**src/rtl/vga_pkg.sv**
```systemverilog
// Video mode descriptors shared by the timing generator and downstream draw stages.
// The H_*/V_* constants keep their historical 800x600 meaning.
package vga_pkg;

   typedef struct packed {
      logic [15:0] h_act;
      logic [15:0] h_sync_s;
      logic [15:0] h_sync_e;
      logic [15:0] h_tot;
      logic [15:0] v_act;
      logic [15:0] v_sync_s;
      logic [15:0] v_sync_e;
      logic [15:0] v_tot;
   } vga_mode_t;

   localparam int H_ACT        = 800;
   localparam int H_SYNC_START = 840;
   localparam int H_SYNC_END   = 968;
   localparam int H_TOT        = 1056;
   localparam int V_ACT        = 600;
   localparam int V_SYNC_START = 601;
   localparam int V_SYNC_END   = 605;
   localparam int V_TOT        = 628;

   localparam vga_mode_t VGA_MODE_800X600 = '{
      h_act: 16'(H_ACT), h_sync_s: 16'(H_SYNC_START), h_sync_e: 16'(H_SYNC_END), h_tot: 16'(H_TOT),
      v_act: 16'(V_ACT), v_sync_s: 16'(V_SYNC_START), v_sync_e: 16'(V_SYNC_END), v_tot: 16'(V_TOT)
   };

   localparam vga_mode_t VGA_MODE_640X480 = '{
      h_act: 16'd640, h_sync_s: 16'd656, h_sync_e: 16'd752, h_tot: 16'd800,
      v_act: 16'd480, v_sync_s: 16'd490, v_sync_e: 16'd492, v_tot: 16'd525
   };

endpackage

```
**src/rtl/vga_timing_axis.sv**
```systemverilog
// One timing axis: wrapping position counter with blanking/sync decoded from the
// next count, so the registered flags always line up with the registered count.
module vga_timing_axis #(
   parameter int CNT_W = 11
) (
   input  logic             clk,
   input  logic             rst,
   input  logic             adv,
   input  logic [CNT_W-1:0] act,
   input  logic [CNT_W-1:0] sync_s,
   input  logic [CNT_W-1:0] sync_e,
   input  logic [CNT_W-1:0] tot,
   input  logic             pol,
   output logic [CNT_W-1:0] count,
   output logic             blnk,
   output logic             sync,
   output logic             wrap
);

   logic [CNT_W-1:0] count_next;
   logic             sync_on;

   always_comb begin
      wrap       = adv && (count == tot - 1'b1);
      count_next = count;
      if (wrap)
         count_next = '0;
      else if (adv)
         count_next = count + 1'b1;
   end

   always_ff @(posedge clk or posedge rst) begin
      if (rst) begin
         count   <= '0;
         blnk    <= 1'b0;
         sync_on <= 1'b0;
      end else begin
         count   <= count_next;
         blnk    <= (count_next >= act);
         sync_on <= (count_next >= sync_s) && (count_next < sync_e);
      end
   end

   // Polarity is a build-time constant, so this folds into the register output.
   assign sync = sync_on ? pol : ~pol;

endmodule

```
**src/rtl/vga_timing_multi.sv**
```systemverilog
// Two-mode VGA timing generator: H/V axes, frame-boundary mode switch, frame counter
// and sof/eol strobes (strobes are qualified by pix_en so they never fire on a hold cycle).
module vga_timing_multi
   import vga_pkg::*;
#(
   parameter int        CNT_W     = 11,
   parameter int        FRAME_W   = 8,
   parameter logic      HSYNC_POL = 1'b1,
   parameter logic      VSYNC_POL = 1'b1,
   parameter vga_mode_t MODE0     = VGA_MODE_800X600,
   parameter vga_mode_t MODE1     = VGA_MODE_640X480
) (
   input  logic               clk,
   input  logic               rst,
   input  logic               pix_en,
   input  logic               mode_sel,
   output logic [CNT_W-1:0]   hcount,
   output logic [CNT_W-1:0]   vcount,
   output logic               hblnk,
   output logic               vblnk,
   output logic               hsync,
   output logic               vsync,
   output logic               sof,
   output logic               eol,
   output logic [FRAME_W-1:0] frame_cnt,
   output logic               mode_active
);

   vga_mode_t cur;
   logic      h_wrap;
   logic      v_wrap;
   logic      sof_pend;

   assign cur = mode_active ? MODE1 : MODE0;

   vga_timing_axis #(.CNT_W(CNT_W)) u_h (
      .clk    (clk),
      .rst    (rst),
      .adv    (pix_en),
      .act    (CNT_W'(cur.h_act)),
      .sync_s (CNT_W'(cur.h_sync_s)),
      .sync_e (CNT_W'(cur.h_sync_e)),
      .tot    (CNT_W'(cur.h_tot)),
      .pol    (HSYNC_POL),
      .count  (hcount),
      .blnk   (hblnk),
      .sync   (hsync),
      .wrap   (h_wrap)
   );

   vga_timing_axis #(.CNT_W(CNT_W)) u_v (
      .clk    (clk),
      .rst    (rst),
      .adv    (h_wrap),
      .act    (CNT_W'(cur.v_act)),
      .sync_s (CNT_W'(cur.v_sync_s)),
      .sync_e (CNT_W'(cur.v_sync_e)),
      .tot    (CNT_W'(cur.v_tot)),
      .pol    (VSYNC_POL),
      .count  (vcount),
      .blnk   (vblnk),
      .sync   (vsync),
      .wrap   (v_wrap)
   );

   // v_wrap already implies the last pixel of the last line: this is the frame wrap.
   always_ff @(posedge clk or posedge rst) begin
      if (rst) begin
         mode_active <= 1'b0;
         frame_cnt   <= '0;
         sof_pend    <= 1'b0;
      end else if (v_wrap) begin
         mode_active <= mode_sel;
         frame_cnt   <= frame_cnt + 1'b1;
         sof_pend    <= 1'b1;
      end else if (pix_en) begin
         sof_pend    <= 1'b0;
      end
   end

   assign eol = h_wrap;
   assign sof = sof_pend & pix_en;

endmodule
```
**config.mk**
```make
export PLATFORM = sky130hd
export DESIGN_NAME = vga_timing_multi
export DESIGN_NICKNAME = d
export VERILOG_FILES = /design/src/rtl/vga_pkg.sv /design/src/rtl/vga_timing_axis.sv /design/src/rtl/vga_timing_multi.sv
export SDC_FILE = /design/constraint.sdc
export NUM_CORES = 1
export LEC_CHECK = 0
export BUFFER_PORTS_ARGS = -buffer_cell sky130_fd_sc_hd__buf_2
export CORE_ASPECT_RATIO = 0.9
export CORE_UTILIZATION = 40
export DETAILED_ROUTE_END_ITERATION = 16
export GPL_TIMING_DRIVEN = 0
export PLACE_DENSITY = 0.6
export SLEW_MARGIN = 40
export SYNTH_ARGS = -nofsm -noshare
export SYNTH_HDL_FRONTEND = slang
export SYNTH_SLANG_ARGS = --single-unit
```
**constraint.sdc**
```tcl
create_clock -name clk -period 9.79 [get_ports clk]
set_input_delay 0 -clock clk [delete_from_list [all_inputs] [get_ports clk]]
set_output_delay 0 -clock clk [all_outputs]
set_load 0.005 [all_outputs]
```
Word level (Yosys, flattened, before mapping)
Cells that the tools add are included.

Output and inout port bits: 37. Input port bits: 4. Register bits after elaboration: 36.

Reductions and logical operators: 5. $lt $le $gt $ge: 6. Equality and inequality tests: 2. Muxes and demuxes: 9. Add/sub/neg operators: 5. Bitwise gates (word level): 1.

Operators by type and width (count): $mux 121 (1); $mux 11 (4); $ge 11x11->1 (3); $add 11x1->11 const B (2); $eq 11x11->1 (2); $lt 11x11->1 (2); $sub 11x1->11 const B (2); $ge 11x10->1 (1); $add 8x1->8 const B (1); $logic_and 1x1->1 (4); $mux 1 (4); $reduce_bool 2->1 (1); $and 1x1->1 (1).

Longest topological paths before layout
Gate-level depths: netlist (run 1).

Word-level depth: 8. Depth in mapped cells: 13.

Hierarchy
A second synthesis (run 1) with hierarchy kept.

Cell total of the unflattened synthesis: 480. Area, all modules: 4020.1 um^2.

Modules (own cells, without submodules): vga_timing_axis at u_h (cells an instance 224, sequential area each 325.3 um^2, times used 1, area an instance 1816.7 um^2); vga_timing_axis at u_v (cells an instance 218, sequential area each 325.3 um^2, times used 1, area an instance 1759.2 um^2); vga_timing_multi (cells an instance 38, sequential area each 250.2 um^2, times used 1, area an instance 444.2 um^2).

Worst setup path before layout (run 1)
No wires, ideal clock.

Path type: register -> register. Start point: register mode_active. End point: register u_v.blnk. Stages on the path, launching flop included: 13. Setup time: 0.087 ns. Path buffers: 0. Required time: 9.703 ns. Clock period less this slack: 3.405 ns. Setup slack: 6.385 ns. Data arrival time: 3.319 ns. Cell sequence: dfrtp_1 -> or4b_2 -> or3_1 -> a21oi_2 -> a31oi_1 -> o21ai_0 -> o31ai_1 -> ha_1 -> nand2_1 -> or4_1 -> o211a_1 -> a311o_1 -> o211ai_1.

Cells in the longest elaborated chain, start to end: 7.

Ends and longest elaborated chain: start, declared (RTL line vga_timing_multi.sv:26) `output logic mode_active`; start signal, assigned (RTL line vga_timing_multi.sv:73) `mode_active <= mode_sel;`; $mux 121 * (RTL line vga_timing_multi.sv:34) `assign cur = mode_active ? MODE1 : MODE0;`; $sub 11x1->11 (RTL line vga_timing_axis.sv:24) `wrap = adv && (count == tot - 1'b1);`; $eq 11x11->1 (RTL line vga_timing_axis.sv:24); $logic_and 1x1->1 (RTL line vga_timing_axis.sv:24); $mux 11 or $logic_and 1x1->1 (tied branches) (RTL line vga_timing_axis.sv:28, vga_timing_axis.sv:24); $mux 11 * (RTL line vga_timing_axis.sv:26) `if (wrap)`; via u_v.count_next[9] (RTL line vga_timing_axis.sv:20) `logic [CNT_W-1:0] count_next;`; $ge 11x11->1 * (RTL line vga_timing_axis.sv:39) `blnk <= (count_next >= act);`; end signal, assigned (RTL line vga_timing_axis.sv:39); end, declared (RTL line vga_timing_axis.sv:15) `output logic blnk,`.

The timed path passes the listed nets; every way through them passes the cells marked *. A chain may end at the register's enable or synchronous reset.

Worst setup path in the final report (run 1)
Same ends and word-level chain as after synthesis.

==> results of run 1 <==
-- what timing repair did --
item	CTS	global route
hold buffers	2	0
gates resized for setup	0	0
endpoints found under the hold margin	17	0
-- sequential cells by signal, indices dropped and copies added (netlist names) --
register and flops:
u_h.blnk 1, u_v.blnk 1, u_h.count 11, frame_cnt 8, sof_pend 1, u_v.count 11, u_v.sync_on 1, u_h.sync_on 1
mode_active 1
-- kinds of logic (layout without fill, tap and decap cells) --
kind of cell,after synthesis,in the layout
simple gates,109,109
compound gates,49,49
flops,36,36
buf+inv,27,78
xor+xnor,22,22
fa+ha+maj,18,18
mux,1,1
-- cell usage in the layout (no fill, tap or decap), types with 6 or more instances in the layout --
cell type / count
sky130_fd_sc_hd__nand3_1: 13
sky130_fd_sc_hd__inv_1: 16
sky130_fd_sc_hd__nor2_1: 18
sky130_fd_sc_hd__nand2_1: 25
sky130_fd_sc_hd__nor3_1: 7
sky130_fd_sc_hd__ha_1: 18
sky130_fd_sc_hd__dfrtp_1: 36
sky130_fd_sc_hd__o21ai_0: 13
sky130_fd_sc_hd__xnor2_1: 17
sky130_fd_sc_hd__buf_2: 43
sky130_fd_sc_hd__and3_1: 8
sky130_fd_sc_hd__nand4_1: 9
sky130_fd_sc_hd__clkbuf_8: 6
-- layer usage --
metal | vias up | share of wire (%)
li1 | 1055 | -
met1 | 995 | 52
met2 | 63 | 41
met3 | 8 | 5.4
met4 | 0 | 1.4
met5 | - | 0
-- power groups by stage --
stage	Combinational (W)	Clock (W)	Sequential, W
after floorplan	0.000103	0	0.000179
after global placement	0.000140	0	0.000178
after detailed placement	0.000142	0	0.000178
after CTS	0.000144	0.000115	0.000175
after global routing	0.000161	0.000121	0.000178
final	0.000145	0.000111	0.000175
-- through the flow --
stage	std cells	hold WS, ns	worst slack, ns	cell area [sq um]	total power (W)
after floorplan	262	0.1168	6.385	2416	0.0002812
after global placement	372	0.2138	6.025	2704	0.0003174
after detailed placement	373	0.02749	5.987	2731	0.0003201
after CTS	383	0.2629	5.975	2844	0.0004338
after global routing	383	0.2815	5.804	2844	0.0004593
final	383	0.2508	5.983	2844	0.0004304
-- area by class of cell --
cell class | instances | share of cell area (%)
plain buffers | 10 | 1.760
clock buffers | 6 | 2.904
clock inverters | 2 | 0.3520
inverters | 17 | 2.244
multi-input cells | 199 | 49.27
flip-flops and latches | 36 | 31.68
well taps | 70 | 3.080
repair buffers | 43 | 8.711
-- worst min-delay path, stage by stage --
cell and delay (ns):
sky130_fd_sc_hd__dlygate4sd3_1 0.53, sky130_fd_sc_hd__buf_2 0.12, sky130_fd_sc_hd__inv_2 0.32
-- worst paths after layout --
kind	from	end	slack (ns)	cells past startpoint
min in group clk	pix_en	sof_pend	0.29	3
hold reg to reg	frame_cnt[7]	frame_cnt[7]	0.48	1
max in group asynchronous	rst	sof_pend	9.10	4
setup / recovery	mode_active	u_v.blnk	5.98	12
setup reg to reg	mode_active	u_v.blnk	5.98	12
hold / removal	rst	u_h.count[4]	0.25	3
==> reports/results.tsv, run 1 <==
metric	value	unit
arithmetic-cell share of the synthesized area counting full adders, half adders and majority gates	9.322	%
violated checks	design-rule violations	
Crit path required time	10.00	ns
combinational group share of total power	33.6	%
fraction of layout cells with a size suffix above 1	20.13	%
post-synthesis area per instance	9.222	sq um
Via Count	2121	
TritonCTS clock tree	built	
internal cell power	0.0002815	W
CTS buffer count	5	
register share of total power	40.7	%
chain of cells forming the critical path	or4b_2 -> or3_1 -> a21oi_2 -> a31oi_1 -> o21ai_0 -> o31ai_1 -> ha_1 -> nand2_1 -> or4_1 -> o211a_1 -> a311o_1 -> o211ai_1	
final number of hold-violating endpoints	0	
initial core utilization	41.96	%
global-route wire length before repair	9.611	mm
Synth area leaders	sky130_fd_sc_hd__dfrtp_1, sky130_fd_sc_hd__ha_1, sky130_fd_sc_hd__xnor2_1, sky130_fd_sc_hd__nand2_1, sky130_fd_sc_hd__nor2_1	
Worst-Margin Slew	0.7740	ns
multi-input gate area in the final layout	1401	sq um
simple-gate portion of the synthesized area	24.86	%
headroom to the max-slew limit	48.09	%
list of most frequent post-synthesis cells	sky130_fd_sc_hd__dfrtp_1, sky130_fd_sc_hd__nand2_1, sky130_fd_sc_hd__ha_1, sky130_fd_sc_hd__nor2_1	
residual antenna-violating net count after detailed routing	0	
maximum clock rate	0.2627	GHz
sequential cell area fraction in the yosys report	37.29	%
sequential cell area	900.9	sq um
top-count cell post-synth	sky130_fd_sc_hd__dfrtp_1	
share of the synthesized area in compound gates (AO/OA/AOI/OAI)	15.43	%
antenna cells	0	
floorplan die area	6355	sq um
Chip Height	75.73	um
largest clock skew in the final design	0.003029	ns
Skew-Pair Late Insertion Delay	0.29	ns
endpoint class of the critical path	register	
warnings from Yosys	0	
switching pwr	0.0001489	W
Synth-to-Final Area Change	17.71	%
routed wire length per instance	14.99	um
placeable core region	5758	sq um
gr usage total	19.60	%
Boundary Pins	41	
met3 global-route usage	4.225	%
path type of the worst setup path	reg -> reg	
Leakage Power	1.350	nW
Sw Share	34.60	%
share of synthesized area spent on multiplexers	0.4143	%
type of the worst min-delay path	in -> async	
final setup violation count	0	
Filler cells	572	
Synth async-reset ratio	100.0	%
Peak VDD IR	0.1401	mV
final sum of negative setup slack	0	ns
H-Tree Level Count	2	
number of antenna violations at the first check in global routing	0	
number of cells produced by synthesis	262	
arrival time worst endpoint	4.02	ns
layer carrying the most global-route usage	met2	
ratio of routed vias to standard cells	5.538	
overflow left after global routing	0	
row count	26	
leading register cell type out of synthesis	sky130_fd_sc_hd__dfrtp_1	
Max Buffers Root-to-Sink	2	
HPWL after detailed placement	4.339	mm
cell taking the most area after synthesis	sky130_fd_sc_hd__dfrtp_1	
number of design rule violations left after detail routing	4	
Port Buffer Count	40	
delay of the slowest cell on the worst path	0.70	ns
Worst-path clk slew	0.07	ns
number of synthesized flops with an enable pin	0	
via count of the first global-routing pass	1950	
Crit path max-delay family	simple AND/OR/NAND/NOR gates	
Synthesized Nets	284	
Post-layout nets	334	
Placer Congestion	0.8155	
GR Util met1	27.96	%
clock period minus worst slack	3.807	ns
portion of synthesized cell area occupied by the leading cell type	37.29	%
crit path max fanout	12	
Final Routed Wirelength	5.743	mm
result of the run	complete, but fails checks	
category of the worst setup path launch point	register	
global routing met2 resource utilization	29.69	%
synthesized-area fraction occupied by xor and xnor cells	7.975	%
largest family of logic cells by synthesized area	simple AND/OR/NAND/NOR gates	
CTS root buffer	sky130_fd_sc_hd__clkbuf_8	
clk sinks	36	
unrepaired setup endpoints after global routing	no	
Starting DRT DRC Count	134	
Synth cell types	55	
final slew viol count	0	
overall die width	83.92	um
share of the core filled with cells	49.39	%
drt first pass iters	11	
Setup Buffers After CTS	0	
max-cap viol count	0	
power density normalized to cell area	151.3	nW/um^2
relative contribution of the clock network to total power	25.7	%
maximum number of pins on one net before global-route repair	21	
post-synthesis cell area	2416	sq um
number of buffers and inverters on the critical path	0	
critical path's slowest cell	sky130_fd_sc_hd__or4b_2	
Yosys reg bits	36	
fin crit share	38.89	%
Note: power is estimated with default switching activity, not from simulation.
==> inputs of run 2 (changes only) <==
Settings changed: ABC_AREA set to 1, PLACE_DENSITY 0.6 to 0.62.
Clock period 9.79 ns to 3.2 ns, I/O delays scaled along.
==> reports/results.tsv, run 2 <==
metric	value	unit	change
CTS buffer count	5		unchanged
register share of total power	43.1	%	+2.4 points
result of the run	finished clean		
summed area of non-filler cells in the final layout	3110	sq um	+9.4%
Sw Share	35.10	%	+0.50 points
Starting DRT DRC Count	148		+10%
Yosys reg bits	36		unchanged
Crit path required time	3.42	ns	-6.58 ns
drt first pass iters	4		-7
Via Count	2267		+6.9%
Placer Congestion	0.8423		+3.3%
Final Routed Wirelength	5.790	mm	+0.82%
list of most frequent post-synthesis cells	sky130_fd_sc_hd__nand2_1, sky130_fd_sc_hd__inv_1, sky130_fd_sc_hd__dfrtp_1		
endpoint class of the critical path	register		
crit path max fanout	10		-2
type of the worst min-delay path	in -> reg		
fraction of layout cells with a size suffix above 1	21.61	%	+1.5 points
Worst-path clk slew	0.07	ns	about the same
post-synthesis cell area	2615	sq um	+8.2%
Synthesized Nets	367		+29%
number of antenna violations at the first check in global routing	0		unchanged
fin crit share	94.18	%	+55 points
CTS root buffer	sky130_fd_sc_hd__clkbuf_8		
initial core utilization	42.07	%	+0.11 points
power density normalized to cell area	435.6	nW/um^2	+190%
clock period minus worst slack	3.014	ns	-0.7933 ns
Peak VDD IR	0.1707	mV	+22%
residual antenna-violating net count after detailed routing	0		unchanged
Synth area leaders	sky130_fd_sc_hd__dfrtp_1, sky130_fd_sc_hd__nand2_1, sky130_fd_sc_hd__ha_1, sky130_fd_sc_hd__inv_1, sky130_fd_sc_hd__nor2_1		
sequential cell area fraction in the yosys report	34.45	%	-2.8 points
register-to-register path setup slack	0.19	ns	-5.80 ns
number of design rule violations left after detail routing	0		-4
CP startpoint	u_h.count[0]		
row count	27		+3.8%
largest clock skew in the final design	0.003467	ns	+0.0004382 ns
Worst Hold Path Cells	4		
delay of the slowest cell on the worst path	0.50	ns	-0.20 ns
antenna cells	0		unchanged
global-route wire length before repair	10.15	mm	+5.6%
internal cell power	0.0008792	W	+210%
worst-case setup margin in the final layout	0.1861	ns	-5.797 ns
headroom to the max-slew limit	58.06	%	+10 points
Hold Crit Start	pix_en		
final setup violation count	0		unchanged
chain of cells forming the critical path	ha_4 -> nand3_2 -> nor2_8 -> nand2_4 -> nor2_8 -> buf_12 -> nand3_2 -> nor3_2 -> xor2_1 -> nand2_1 -> inv_1 -> ha_1 -> nand2_1 -> or4_1 -> a21oi_1 -> nand4_1 -> nor2_1		
commonest non-fill, non-tap cell in the layout	sky130_fd_sc_hd__nand2_1		
HPWL after detailed placement	4.481	mm	+3.3%
Leakage Power	1.774	nW	+31%
max-cap viol count	0		unchanged
start of the worst register-to-register path	u_h.count[0]		
Port Buffer Count	39		-2.5%
cell taking the most area after synthesis	sky130_fd_sc_hd__dfrtp_1		
switching pwr	0.0004756	W	+220%
combinational group share of total power	30.5	%	-3.1 points
overall die width	87.23	um	+3.9%
post-synthesis area per instance	7.580	sq um	-18%
Register-to-Register Path Depth	17		+5
number of cells produced by synthesis	345		+32%
critical path's slowest cell	sky130_fd_sc_hd__or4_1		
gr usage total	19.09	%	-0.51 points
routed wire length per instance	11.94	um	-20%
Synth async-reset ratio	100.0	%	unchanged
final sum of negative setup slack	0	ns	unchanged
top-count cell post-synth	sky130_fd_sc_hd__nand2_1		
ratio of routed vias to standard cells	4.674		-16%
top library cells by usage in the layout, fill and taps aside	sky130_fd_sc_hd__nand2_1, sky130_fd_sc_hd__inv_1, sky130_fd_sc_hd__buf_2		
placeable core region	6216	sq um	+8.0%
final number of hold-violating endpoints	0		unchanged
Boundary Pins	41		unchanged
portion of synthesized cell area occupied by the leading cell type	34.45	%	-2.8 points
warnings from Yosys	0		unchanged
Placed Area	2947	sq um	+7.9%
endpoint of the lowest-slack register-to-register path	u_v.sync_on		
pre-CTS setup slack	0.02009	ns	-5.967 ns
number of synthesized flops with an enable pin	0		unchanged
Synth-to-Final Area Change	18.95	%	
overflow left after global routing	0		unchanged
clk sinks	36		unchanged
maximum clock rate	0.3318	GHz	+26%
hold worst-path end	u_h.count[0]		
leading register cell type out of synthesis	sky130_fd_sc_hd__dfrtp_1		
category of the worst setup path launch point	register		
Chip Height	78.71	um	+3.9%
relative contribution of the clock network to total power	26.3	%	+0.6 points
via count of the first global-routing pass	2239		+15%
arrival time worst endpoint	3.24	ns	-0.78 ns
Synth cell types	32		-42%
Worst-Margin Slew	0.6225	ns	-0.1515 ns
Post-layout nets	420		+26%
floorplan die area	6865	sq um	+8.0%
H-Tree Level Count	2		unchanged
Skew-Pair Late Insertion Delay	0.29	ns	about the same
maximum number of pins on one net before global-route repair	24		+14%
registers with the most flip-flops	u_h.count (11), u_v.count (11), frame_cnt (8)		
TritonCTS clock tree	built		
Max Buffers Root-to-Sink	2		unchanged
final slew viol count	0		unchanged
path type of the worst setup path	reg -> reg		
==> run 2: changes by cell type after synthesis, sizes merged, moves of 8 or more <==
cell and delta:
and3 -8, xor2 +8, nand2 +79, xnor2 -10
nand3 +13, nor2 +24, inv +43
==> run 2: worst max path at each step <==
stage                             end  cells past startpoint
final                     u_v.sync_on                     17
after detailed placement  u_v.sync_on                     19
after floorplan           u_v.sync_on                     17
after CTS                 u_v.sync_on                     19
after global routing      u_v.sync_on                     17
after global placement    u_v.sync_on                     19
==> run 2: cells by family after synthesis <==
logic type	count (synthesis)	synth area share (%)
fa+ha+maj	18	8.613
simple gates	190	35.79
compound gates	17	3.875
xor+xnor	20	6.699
buf+inv	64	10.57
flops	36	34.45
==> run 2: power groups by stage <==
stage / clock network (W) / registers [W] / logic, W
global placement: 0 / 0.000588 / 0.000365
detailed placement: 0 / 0.000589 / 0.000380
floorplan: 0 / 0.000583 / 0.000259
global route: 0.000391 / 0.000596 / 0.000481
finish: 0.000357 / 0.000584 / 0.000413
CTS: 0.000371 / 0.000580 / 0.000384
==> run 2: layout make-up <==
cell class / count / area (sq um)
Timing Repair Buffer: 46 / 272.8
Sequential cell: 36 / 902.1
Fill cell: 637 / 3105
Buffer: 4 / 50.05
Tap cell: 87 / 108.9
Clock buffer: 7 / 96.34
Multi-Input combinational cell: 245 / 1450
Inverter: 60 / 230.2
==> run 2: routing by layer <==
layer  vias up  wire, um  share of wire, %  global-route usage [%]
li1       1185         -                 -                       -
met5         -         0                 0                       0
met1      1021      2838                49                   26.89
met2        55      2584                45                   29.21
met3         6       294               5.1                   3.119
met4         0        72               1.2                   7.541
==> run 2: timing repair <==
| item | CTS | global route |
|---|---|---|
| endpoints found under the setup margin | 1 | 2 |
| setup buffers | 0 | 4 |
| gates resized for setup | 1 | 3 |
| hold buffers | 2 | 0 |
| endpoints found under the hold margin | 37 | 0 |
==> run 2: critical path: cells and delay by family (launching register included) <==
family	cells	cell delay (ns)
and+or+nand+nor	11	1.62
adders and majority gates	2	0.47
DFF	1	0.44
buffers and inverters	2	0.21
AOI/OAI and AO/OA	1	0.13
xor gates and xnor gates	1	0.08
==> run 2: metrics by stage <==
stage / total power (W) / hold WS [ns] / utilization, % / instances
2_1_floorplan: 0.0008424 / 0.1210 / - / 345
3_3_place_gp: 0.0009534 / 0.2209 / 46.96 / 471
3_5_place_dp: 0.0009689 / -0.001384 / 47.40 / 472
4_1_cts: 0.001335 / 0.06230 / 49.30 / 481
5_1_grt: 0.001468 / 0.1077 / 50.04 / 485
6_report: 0.001355 / 0.07484 / 50.04 / 485
==> inputs of run 3 (changes only) <==
Settings changed: BUFFER_PORTS_ARGS -buffer_cell sky130_fd_sc_hd__buf_2 to -buffer_cell sky130_fd_sc_hd__clkbuf_2, PLACE_DENSITY 0.62 to 0.72.
==> reports/results.tsv, run 3 (synthesized netlist as in run 2, its figures left out) <==
metric	value	unit	change
arrival time worst endpoint	3.24	ns	about the same
Final Routed Wirelength	5.790	mm	unchanged
TritonCTS clock tree	built		
commonest non-fill, non-tap cell in the layout	sky130_fd_sc_hd__nand2_1		
critical path depth	19		+2
clk sinks	36		unchanged
residual antenna-violating net count after detailed routing	0		unchanged
HPWL after detailed placement	4.390	mm	-2.0%
final setup violation count	0		unchanged
registers with the most flip-flops	u_h.count (11), u_v.count (11), frame_cnt (8)		
post-route worst hold slack	0.08358	ns	+0.008743 ns
Worst Hold Path Cells	4		unchanged
overall die width	87.23	um	unchanged
number of design rule violations left after detail routing	0		unchanged
ratio of routed vias to standard cells	4.667		-0.15%
Worst-path clk slew	0.08	ns	about the same
Synth-to-Final Area Change	21.91	%	
path type of the worst setup path	reg -> reg		
chain of cells forming the critical path	buf_8 -> inv_6 -> nor2_4 -> nand2_2 -> nand2_4 -> nand2_4 -> nor2_8 -> buf_12 -> nand3_2 -> nor3_2 -> xor2_1 -> nand2_1 -> inv_1 -> ha_1 -> nand2_2 -> or4_1 -> a21oi_1 -> nand4_1 -> nor2_1		
largest clock skew in the final design	0.004503	ns	+0.001036 ns
category of the worst setup path launch point	register		
overflow left after global routing	0		unchanged
global-route wire length before repair	10.01	mm	-1.4%
Post-layout nets	421		+0.24%
Port Buffer Count	39		unchanged
gr usage total	18.53	%	-0.56 points
Chip Height	78.71	um	unchanged
final slew viol count	0		unchanged
row count	27		unchanged
fraction of layout cells with a size suffix above 1	23.00	%	+1.4 points
number of buffers and inverters on the critical path	4		+2
floorplan die area	6865	sq um	unchanged
fin crit share	94.35	%	+0.17 points
pre-CTS setup slack	-0.01266	ns	-0.03275 ns
summed area of non-filler cells in the final layout	3188	sq um	+2.5%
headroom to the max-slew limit	50.70	%	-7.4 points
delay of the slowest cell on the worst path	0.49	ns	about the same
CTS buffer count	5		unchanged
Crit path required time	3.42	ns	about the same
crit path max fanout	15		+5
initial core utilization	42.07	%	unchanged
worst-case setup margin in the final layout	0.1807	ns	-0.005387 ns
Worst-Margin Slew	0.7317	ns	+0.1092 ns
Register-to-Register Path Depth	19		+2
Crit path max-delay family	simple AND/OR/NAND/NOR gates		
unrepaired setup endpoints after global routing	no		
Skew-Pair Late Insertion Delay	0.29	ns	about the same
top library cells by usage in the layout, fill and taps aside	sky130_fd_sc_hd__nand2_1, sky130_fd_sc_hd__inv_1, sky130_fd_sc_hd__clkbuf_2		
placeable core region	6216	sq um	unchanged
type of the worst min-delay path	in -> reg		
clock period minus worst slack	3.019	ns	+0.005387 ns
Via Count	2273		+0.26%
Starting DRT DRC Count	165		+11%
CTS root buffer	sky130_fd_sc_hd__clkbuf_8		
endpoint class of the critical path	register		
share of the core filled with cells	51.29	%	+1.2 points
drt first pass iters	5		+1
antenna cells	0		unchanged
via count of the first global-routing pass	2165		-3.3%
Peak VDD IR	0.2252	mV	+32%
maximum clock rate	0.3312	GHz	-0.18%
Boundary Pins	41		unchanged
critical path's slowest cell	sky130_fd_sc_hd__or4_1		
routed wire length per instance	11.89	um	-0.41%
power density normalized to cell area	492.5	nW/um^2	+13%
result of the run	finished clean		
Placed Area	2947	sq um	unchanged
Placer Congestion	0.8486		+0.75%
final number of hold-violating endpoints	0		unchanged
maximum number of pins on one net before global-route repair	20		-17%
Leakage Power	1.808	nW	+1.9%
H-Tree Level Count	2		unchanged
number of antenna violations at the first check in global routing	0		unchanged
total design power	0.001570	W	+16%
Max Buffers Root-to-Sink	2		unchanged
max-cap viol count	0		unchanged
[run 3: worst register-to-register path, cell delays in order (launching register included)]
cell	delay (ns)
sky130_fd_sc_hd__dfrtp_2	0.40
sky130_fd_sc_hd__buf_8	0.16
sky130_fd_sc_hd__inv_6	0.09
sky130_fd_sc_hd__nor2_4	0.08
sky130_fd_sc_hd__nand2_2	0.06
sky130_fd_sc_hd__nand2_4	0.10
sky130_fd_sc_hd__nand2_4	0.07
sky130_fd_sc_hd__nor2_8	0.14
sky130_fd_sc_hd__buf_12	0.16
sky130_fd_sc_hd__nand3_2	0.09
sky130_fd_sc_hd__nor3_2	0.14
sky130_fd_sc_hd__xor2_1	0.09
sky130_fd_sc_hd__nand2_1	0.06
sky130_fd_sc_hd__inv_1	0.06
sky130_fd_sc_hd__ha_1	0.31
sky130_fd_sc_hd__nand2_2	0.09
sky130_fd_sc_hd__or4_1	0.49
sky130_fd_sc_hd__a21oi_1	0.15
sky130_fd_sc_hd__nand4_1	0.13
sky130_fd_sc_hd__nor2_1	0.11
[run 3: layout make-up]
cell class	count	area, sq um
Tap cell	87	108.9
Buffer	4	50.05
Fill cell	612	3028
Clock inverter	3	90.09
Sequential cell	36	904.6
Timing Repair Buffer	47	280.3
Multi-Input combinational cell	245	1455
Inverter	60	230.2
Clock buffer	5	68.82
[run 3: path summary, 6_finish.rpt]
check                              from  slack [ns]            to
hold / removal                   pix_en        0.08  u_h.count[0]
min in group asynchronous           rst        0.24  frame_cnt[3]
setup reg to reg            mode_active        0.18   u_v.sync_on
max in group asynchronous           rst        2.51  u_h.count[5]
setup / recovery            mode_active        0.18   u_v.sync_on
hold reg to reg            frame_cnt[7]        0.48  frame_cnt[7]
[run 3: repair_timing]
action	4_1_cts	5_1_grt
endpoints found under the hold margin	18	0
pin swaps	0	1
hold buffers	2	0
resized for setup	1	7
setup buffers	0	5
endpoints found under the setup margin	1	2
[run 3: layer usage]
| layer | global-route usage (%) | up-vias | wire, um |
|---|---|---|---|
| met5 | 0 | - | 0 |
| met4 | 4.590 | 0 | 37 |
| met3 | 3.534 | 4 | 315 |
| met2 | 29.37 | 57 | 2635 |
| met1 | 26.04 | 1024 | 2801 |
| li1 | - | 1188 | - |
[run 3: power breakdown]
group / leakage, nW / switching, W / internal (W) / total [W]
Clock: 0.0784 / 0.000172 / 0.000390 / 0.000562
Combinational: 1.30 / 0.000241 / 0.000179 / 0.000419
Sequential: 0.426 / 0.0000793 / 0.000509 / 0.000588
[run 3: stage by stage]
step	cells	setup TNS, ns
after CTS	482	0
final	487	0
after floorplan	345	0
after global placement	471	0
after global routing	487	0
after detailed placement	472	-0.01266
